### src/rtl/weight_stream_ctrl.sv
// -----------------------------------------------------------------------------
// weight_stream_ctrl
//
// Purpose:
//   Sequencing controller for a parameter ROM with a fixed read latency.
//   It owns the ROM address and chip-enable and runs a programmed number of
//   full passes over the ROM. Returned words land in a small credit-managed
//   FIFO, so downstream back-pressure never drops or duplicates a word.
//
// Optional feature (macro WEIGHT_STREAM_LAST_EN):
//   When defined, adds output data_out_last, high with the FIFO head word that
//   was read from address DEPTH-1 (the final word of every pass). The flag
//   rides through the valid shift register and the FIFO as an extra bit.
//   When undefined, the port and the extra storage bit are absent.
//
// Ports:
//   clk            in   sole clock, rising edge
//   rst            in   synchronous active-high reset
//   start          in   begin a run (sampled in IDLE only)
//   num_passes     in   passes to run, sampled with start
//   busy           out  high from the cycle after an accepted start to done
//   done           out  one-cycle pulse when the last word is accepted
//   rom_addr       out  ROM address
//   rom_ce         out  ROM enable (1 from the first cycle after reset)
//   rom_q          in   ROM read data
//   data_out       out  FIFO head word
//   data_out_valid out  FIFO non-empty
//   data_out_last  out  head word is the last of a pass (macro only)
//   data_out_ready in   consumer accepts the head word
// -----------------------------------------------------------------------------
module weight_stream_ctrl #(
    parameter int DATA_WIDTH  = 128,
    parameter int DEPTH       = 2304,
    parameter int ADDR_WIDTH  = $clog2(DEPTH) + 1,
    parameter int ROM_LATENCY = 2,
    parameter int PASS_WIDTH  = 8
) (
    input  logic                  clk,
    input  logic                  rst,
    input  logic                  start,
    input  logic [PASS_WIDTH-1:0] num_passes,
    output logic                  busy,
    output logic                  done,
    output logic [ADDR_WIDTH-1:0] rom_addr,
    output logic                  rom_ce,
    input  logic [DATA_WIDTH-1:0] rom_q,
    output logic [DATA_WIDTH-1:0] data_out,
    output logic                  data_out_valid,
`ifdef WEIGHT_STREAM_LAST_EN
    output logic                  data_out_last,
`endif
    input  logic                  data_out_ready
);

    localparam int FIFO_DEPTH = ROM_LATENCY + 2;
    localparam int PTR_W      = $clog2(FIFO_DEPTH);
    // Wide enough for inflight + occupancy, which never exceeds FIFO_DEPTH.
    localparam int CNT_W      = $clog2(FIFO_DEPTH + ROM_LATENCY + 1) + 1;
    localparam logic [ADDR_WIDTH-1:0] LAST_ADDR = ADDR_WIDTH'(DEPTH - 1);

    typedef enum logic [1:0] {
        S_IDLE   = 2'd0,
        S_STREAM = 2'd1,
        S_DRAIN  = 2'd2
    } state_t;

    // ------------------------------------------------------------------
    // Registers
    // ------------------------------------------------------------------
    state_t                  r_state;
    logic [ADDR_WIDTH-1:0]   r_addr;
    logic [PASS_WIDTH-1:0]   r_pass;
    logic [PASS_WIDTH-1:0]   r_num;
    logic                    r_zero_hold;
    logic                    r_ce;
    logic [ROM_LATENCY-1:0]  r_vsr;
    logic [DATA_WIDTH-1:0]   r_mem [FIFO_DEPTH];
    logic [PTR_W-1:0]        r_rd_ptr;
    logic [PTR_W-1:0]        r_wr_ptr;
    logic [CNT_W-1:0]        r_count;
`ifdef WEIGHT_STREAM_LAST_EN
    logic [ROM_LATENCY-1:0]  r_vsr_last;
    logic                    r_mem_last [FIFO_DEPTH];
`endif

    // ------------------------------------------------------------------
    // Wires
    // ------------------------------------------------------------------
    state_t                  w_state_next;
    logic                    w_issue;
    logic                    w_done;
    logic                    w_load;
    logic                    w_zero_start;
    logic                    w_pop;
    logic                    w_wr;
    logic                    w_room;
    logic                    w_last_addr;
    logic                    w_final_pass;
    logic                    w_fifo_emptying;
    logic [CNT_W-1:0]        w_inflight;

    function automatic logic [PTR_W-1:0] ptr_inc(input logic [PTR_W-1:0] p);
        if (p == PTR_W'(FIFO_DEPTH - 1)) begin
            return '0;
        end
        return p + PTR_W'(1);
    endfunction

    assign w_pop        = (r_count != '0) && data_out_ready;
    // The oldest valid bit marks the cycle in which rom_q holds issued data.
    assign w_wr         = r_vsr[ROM_LATENCY-1];
    assign w_last_addr  = (r_addr == LAST_ADDR);
    assign w_final_pass = (r_pass == (r_num - PASS_WIDTH'(1)));

    always_comb begin
        w_inflight = '0;
        for (int i = 0; i < ROM_LATENCY; i++) begin
            w_inflight = w_inflight + CNT_W'(r_vsr[i]);
        end
    end

    // Credit check: every issued read already owns a FIFO slot, and a pop in
    // this cycle frees one, so the FIFO can never overflow.
    assign w_room = ((w_inflight + r_count - CNT_W'(w_pop)) < CNT_W'(FIFO_DEPTH));

    // FIFO empties this cycle (empty already, or the single word is popped).
    assign w_fifo_emptying = (r_count == '0) ||
                             ((r_count == CNT_W'(1)) && w_pop);

    // ------------------------------------------------------------------
    // FSM: state register
    // ------------------------------------------------------------------
    always_ff @(posedge clk) begin
        if (rst) begin
            r_state <= S_IDLE;
        end else begin
            r_state <= w_state_next;
        end
    end

    // ------------------------------------------------------------------
    // FSM: next state and control strobes
    // ------------------------------------------------------------------
    always_comb begin
        w_state_next = r_state;
        w_issue      = 1'b0;
        w_done       = 1'b0;
        w_load       = 1'b0;
        w_zero_start = 1'b0;
        case (r_state)
            S_IDLE: begin
                if (start) begin
                    if (num_passes != '0) begin
                        w_load       = 1'b1;
                        w_state_next = S_STREAM;
                    end else begin
                        w_zero_start = 1'b1;
                        w_state_next = S_DRAIN;
                    end
                end
            end
            S_STREAM: begin
                if (w_room) begin
                    w_issue = 1'b1;
                    if (w_last_addr && w_final_pass) begin
                        w_state_next = S_DRAIN;
                    end
                end
            end
            S_DRAIN: begin
                // The zero-pass run spends one extra cycle here so done
                // lands one cycle after entry rather than on entry.
                if (!r_zero_hold && (w_inflight == '0) && w_fifo_emptying) begin
                    w_done       = 1'b1;
                    w_state_next = S_IDLE;
                end
            end
            default: begin
                w_state_next = S_IDLE;
            end
        endcase
    end

    // ------------------------------------------------------------------
    // Address / pass counters and ROM enable
    // ------------------------------------------------------------------
    always_ff @(posedge clk) begin
        if (rst) begin
            r_addr      <= '0;
            r_pass      <= '0;
            r_num       <= '0;
            r_zero_hold <= 1'b0;
            r_ce        <= 1'b0;
        end else begin
            // The ROM pipeline advances every cycle; validity is tracked
            // solely by the shift register.
            r_ce        <= 1'b1;
            r_zero_hold <= w_zero_start;
            if (w_load) begin
                r_num  <= num_passes;
                r_addr <= '0;
                r_pass <= '0;
            end else if (w_issue) begin
                if (w_last_addr) begin
                    r_addr <= '0;
                    r_pass <= r_pass + PASS_WIDTH'(1);
                end else begin
                    r_addr <= r_addr + ADDR_WIDTH'(1);
                end
            end
        end
    end

    // ------------------------------------------------------------------
    // Read-valid shift register, aligned with the ROM latency
    // ------------------------------------------------------------------
    always_ff @(posedge clk) begin
        if (rst) begin
            r_vsr <= '0;
        end else begin
            r_vsr[0] <= w_issue;
            for (int i = 1; i < ROM_LATENCY; i++) begin
                r_vsr[i] <= r_vsr[i-1];
            end
        end
    end

`ifdef WEIGHT_STREAM_LAST_EN
    always_ff @(posedge clk) begin
        if (rst) begin
            r_vsr_last <= '0;
        end else begin
            r_vsr_last[0] <= w_issue && w_last_addr;
            for (int i = 1; i < ROM_LATENCY; i++) begin
                r_vsr_last[i] <= r_vsr_last[i-1];
            end
        end
    end
`endif

    // ------------------------------------------------------------------
    // Output FIFO. The head entry is read straight from storage registers,
    // so data_out has no combinational dependence on data_out_ready.
    // ------------------------------------------------------------------
    always_ff @(posedge clk) begin
        if (rst) begin
            for (int i = 0; i < FIFO_DEPTH; i++) begin
                r_mem[i] <= '0;
            end
            r_rd_ptr <= '0;
            r_wr_ptr <= '0;
            r_count  <= '0;
        end else begin
            if (w_wr) begin
                r_mem[r_wr_ptr] <= rom_q;
                r_wr_ptr        <= ptr_inc(r_wr_ptr);
            end
            if (w_pop) begin
                r_rd_ptr <= ptr_inc(r_rd_ptr);
            end
            case ({w_wr, w_pop})
                2'b10:   r_count <= r_count + CNT_W'(1);
                2'b01:   r_count <= r_count - CNT_W'(1);
                default: r_count <= r_count;
            endcase
        end
    end

`ifdef WEIGHT_STREAM_LAST_EN
    always_ff @(posedge clk) begin
        if (rst) begin
            for (int i = 0; i < FIFO_DEPTH; i++) begin
                r_mem_last[i] <= 1'b0;
            end
        end else if (w_wr) begin
            r_mem_last[r_wr_ptr] <= r_vsr_last[ROM_LATENCY-1];
        end
    end
    assign data_out_last = r_mem_last[r_rd_ptr];
`endif

    a_no_overflow: assert property (@(posedge clk) disable iff (rst)
        !(w_wr && (r_count == CNT_W'(FIFO_DEPTH))));

    // ------------------------------------------------------------------
    // Outputs
    // ------------------------------------------------------------------
    assign busy           = (r_state != S_IDLE);
    assign done           = w_done;
    assign rom_addr       = r_addr;
    assign rom_ce         = r_ce;
    assign data_out       = r_mem[r_rd_ptr];
    assign data_out_valid = (r_count != '0);

endmodule

### config.mk
export PLATFORM = sky130hd
export DESIGN_NAME = weight_stream_ctrl
export DESIGN_NICKNAME = d
export VERILOG_FILES = /design/src/rtl/weight_stream_ctrl.sv
export SDC_FILE = /design/constraint.sdc
export NUM_CORES = 1
export LEC_CHECK = 0
export ABC_AREA = 1
export CAP_MARGIN = 30
export CELL_PAD_IN_SITES_DETAIL_PLACEMENT = 1
export CELL_PAD_IN_SITES_GLOBAL_PLACEMENT = 2
export CORE_MARGIN = 2
export CORE_UTILIZATION = 36
export CTS_CLUSTER_SIZE = 14
export DETAILED_ROUTE_END_ITERATION = 12
export PLACE_DENSITY_LB_ADDON = 0.1
export RECOVER_POWER = 100
export SETUP_SLACK_MARGIN = 0.3
export SLEW_MARGIN = 20
export SYNTH_ARGS = -nofsm -noshare
export SYNTH_HDL_FRONTEND = slang
export SYNTH_SLANG_ARGS = --single-unit
### constraint.sdc
create_clock -name clk -period 11.7 [get_ports clk]
set_input_delay 1.755 -clock clk [delete_from_list [all_inputs] [get_ports clk]]
set_output_delay 1.755 -clock clk [all_outputs]
set_load 0.01 [all_outputs]
Word-level counts from Yosys, hierarchy flattened. Memory sizes are Yosys's and may differ from the RTL's. A register that Yosys moved wholly into a read port is not among the register bits. Index checks and enable logic that the tools add are counted.

$add $sub $neg: 10. Magnitude comparators: 1. Equal/unequal tests: 13. Multiplexer cells: 37. Bitwise operators: 2. Reduce and logical (&&, ||, !) cells: 19.

Operators with widths (number): two-way mux 128 bit (1); OR reduction 128 bit (1); two-way mux 2 bit (12); two-way mux 1 bit (21); adder 13 x 1 -> 13 bit, second input constant (1); == test 13 x 12 -> 1 bit, second input constant (1); two-way mux 13 bit (1); adder 8 x 1 -> 8 bit, second input constant (1); == test 2 bit, second input constant (4); == test 8 bit (1); logical NOT 4 bit (2); != test 2 bit, second input constant (4); case mux 4 bit (2 select lines) (1); nonzero test 8 bit (1); subtractor 8 x 1 -> 8 bit, second input constant (1); case mux 2 bit (3 select lines) (1); logical AND 1 bit (5); adder 2 x 1 -> 2 bit, second input constant (2); adder 2 x 4 -> 4 bit (1); adder 4 x 1 -> 4 bit, second input constant (1); == test 2 x 1 -> 1 bit, second input constant (2); == test 4 x 1 -> 1 bit, second input constant (1); less-than comparator 4 x 3 -> 1 bit, second input constant (1); AND reduction 4 bit (1); other kinds (12) (14).

Flip-flop bits (word level): 43. Memory bits (writable): 512. Output and inout bits: 145. Logic and storage cells: 93. Memories: 1.

Memory list: r_mem (depth 4, width 128, read ports 1, clocked after memory_dff 1, write ports 4, RTL line 77) `logic [DATA_WIDTH-1:0] r_mem [FIFO_DEPTH];`.

Longest topological paths before layout.
Word-level depth: 7. Depth in mapped cells: 21.

Least setup slack after synthesis. OpenSTA, ideal clock, no wires.

Path kind: register to register. Start point: register r_wr_ptr[1]. End point: memory r_mem[3][0] (enable). Arrival time: 9789 ps. Data required time: 10897 ps. Path slack: 1109 ps. Cell stages (with the launch flop): 3. Buffers on the path: 0. Clock period less this slack: 10591 ps. Cell sequence: dfxtp_1 inv_1 o31ai_1.

RTL lines: start: declaration (RTL line 79) `logic [PTR_W-1:0] r_wr_ptr;`; start signal: assignment (RTL line 256) `r_wr_ptr <= ptr_inc(r_wr_ptr);`; end: declaration (RTL line 77).

==> impl_metrics.yaml <==
place:
  routabilityCongestion: 0.758
  place_area_sq_um: 27700
  port-buffer-count: 284
  place_hpwl_um: 41700
setup_path:
  cpPeakStageDelay_ps: 2380
  path_max_fanout: 65
  crit_family: "buffers and inverters"
  critPathBufInv: 2
  worstSetupStartpointType: "register"
  arrival_ps: 6830
  worst-path-stages: 4
  cp.required_ps: 9950
  critPathKind: "reg2out"
  crit_path_end_kind: "output port"
  crit_path_cell_trace: "clkbuf_1, o21ai_0, o22ai_1, dlygate4sd3_1"
  slowest_stage: "clkbuf_1"
  r2r_cells: 8
power:
  leakagePower_uw: 0.0117
  total_power_uw: 6310
  power_density_nw_per_um2: 213
  irDropWorstVdd_v: 0.000117
timing:
  max_freq_mhz: 116
  layout_worst_path_cycle_share_pct: 73.4
  hold_viol: 0
  worst_slew_margin_rel_pct: -233
  rsz0062_at_grt: "no"
  fin_worst_skew_ps: 17.0
  finalSetupTns_ps: 0
  slew_violations: 736
  fin_crit_ps: 8590
  worstMarginPinSlew_ps: 5000
  setup_viol: 0
min_path:
  worstHoldPathCells: 2
  hold_class: "reg2reg"
floorplanning:
  die_w_um: 262
  rows: 94
  die_area_sq_um: 68700
  die_h_um: 262
  io_pins: 285
  start_util_pct: 36.4
  core_area_sq_um: 65900
synthesis:
  synth_nets: 2456
  synth_cells: 2300
  synth_top_area_cell: "edfxtp_1"
  yosysTopAreaCellShare_pct: 64.1
  synth_area_leaders: "edfxtp_1, nor2_1, o21ai_0, dfxtp_1, o22ai_1"
  yosys_warnings: 0
  ys_types: 38
  synth.cell_area_sq_um: 24000
  syn_area_per_cell_sq_um: 10.4
  ys_seq_area_share_pct: 67.8
  ys_ff_latch: 557
global_route:
  grt_max_degree: 178
  antenna_found_initial: 4
  overflow: 0
  grtUsageMet2_pct: 35.7
  grt_pass1_vias: 18600
  grt_use_total_pct: 20.7
  top_usage_layer: "met2"
  grtUsageMet3_pct: 3.29
  grt_first_pass_wirelength_um: 108000
  met1_usage_pct: 26.7
clock_network:
  cts_hold_buf: 0
  clock_path_buffers: 3
  cts-buffers-inserted: 66
  root_buffer: "clkbuf_16"
  postCtsResizedCells: 0
  clkTransAtPathRegs_ps: 50
  clkLatencyLatePin_ps: 590
  post_cts_buffers: 0
  cts_tree: "built"
  clkSinkCount: 557
  cts.htree.levels: 3
detailed_routing:
  drtAntennaViolNets: 0
  via_count: 17500
  wirelength_um: 71600
  drtIter0Drc: 892
  via_per_inst: 5.09
  first_pass_iters: 5
  drc_errors: 0
  routedWlPerCell_um: 20.8
status:
  status: "finished with violations"
  violations: "max-capacitance violations, max-slew violations"
cells_and_area:
  drive_gt1_share_pct: 4.38
  final-seq-area_sq_um: 16300
  num-nets-final: 2691
  multi_input_area_sq_um: 6350
  fin_area_sq_um: 29600
  antenna_cells: 0
  fillers: 7212
  finish.utilization_pct: 44.9
  area_delta_synth_final_pct: 23.3
job:
  cap_violations: 16
## metrics by stage
step / setup slack [ps] / hold WS, ps / instances
floorplan: 1110 / 434 / 2300
global placement: 4750 / 448 / 3320
detailed placement: 4720 / 456 / 3327
CTS: 5340 / 461 / 3441
global route: 2560 / 482 / 3445
finish: 3110 / 454 / 3445
## cell usage after synthesis, drive strengths merged
cell type and n:
nor2 814, edfxtp 512, o21ai 279, inv 189, o22ai 130, clkbuf 84
nand2 76, buf 61, dfxtp 45, nand3 28, a21oi 27, ha 16
nor3 8, xnor2 6, xor2 6, nand4 5, nor3b 3, nor4 3
a211oi 1, and3 1, nand3b 1, o211a 1, o21a 1, o21bai 1
o31ai 1, or2 1
## where the power goes
group | switching (uW) | internal (uW)
Clock | 803 | 1160
Combinational | 1180 | 773
Sequential | 103 | 2290
## sequential cells by signal, indices dropped and copies added (netlist names), named ones only
register / cells
r_vsr: 2
r_mem: 512
r_rd_ptr: 2
r_zero_hold: 1
rom_ce: 1
rom_addr: 13
r_pass: 8
r_wr_ptr: 2
r_count: 4
r_num: 8
r_state: 2
## cell type report
| class | count | area share (%) |
|---|---|---|
| well taps | 864 | 3.65 |
| flip-flops and latches | 557 | 55.0 |
| multi-input cells | 1409 | 21.5 |
| repair buffers | 312 | 10.5 |
| clock inverters | 24 | 0.656 |
| clock buffers | 90 | 6.21 |
| inverters | 189 | 2.45 |
## path summary, 6_finish.rpt
check	slack (ps)	end	from
worst min-delay path	450	r_vsr[1]	r_vsr[0]
worst max register to register	4760	r_mem[2][96]	r_vsr[1]
worst min register to register	450	r_vsr[1]	r_vsr[0]
worst max-delay path	3110	data_out[0]	register
## placed cells by master (no fill, tap or decap), types with 2 or more instances in the layout
cell             instances
nor2_1                 811
edfxtp_1               512
o21ai_0                276
inv_1                  181
clkdlybuf4s50_1        143
dlygate4sd3_1          141
o22ai_1                130
nand2_1                 73
clkbuf_16               70
dfxtp_1                 44
clkbuf_1                33
nand3_1                 27
a21oi_1                 26
ha_1                    16
clkinv_1                13
nor3_1                   8
clkinv_2                 7
buf_4                    7
xnor2_1                  6
xor2_1                   6
nand4_1                  5
buf_16                   4
o21ai_1                  3
nand2_4                  3
nor4_1                   3
inv_2                    3
nor3b_1                  3
bufinv_16                3
buf_12                   3
nor2_2                   2
## worst min-delay path, cell delays in order (launching register included)
cell	delay (ps)
dfxtp_1	310
inv_1	70
nor2_1	40
## routing by layer
layer  routed length, um  vias up
met2               35200      325
met4                1450        0
met1               31800     8856
met3                3190       87
li1                    -     8278
met5                   0        -
## kinds of logic (layout without fill, tap and decap cells)
logic type | Yosys count | after routing | share of synthesized area [%]
flops | 557 | 557 | 67.8
xor+xnor | 12 | 12 | 0.438
simple gates | 940 | 940 | 15.4
compound gates | 441 | 441 | 9.98
buf+inv | 334 | 615 | 5.55
fa+ha+maj | 16 | 16 | 0.834
Note: power is estimated with default switching activity, not from simulation.
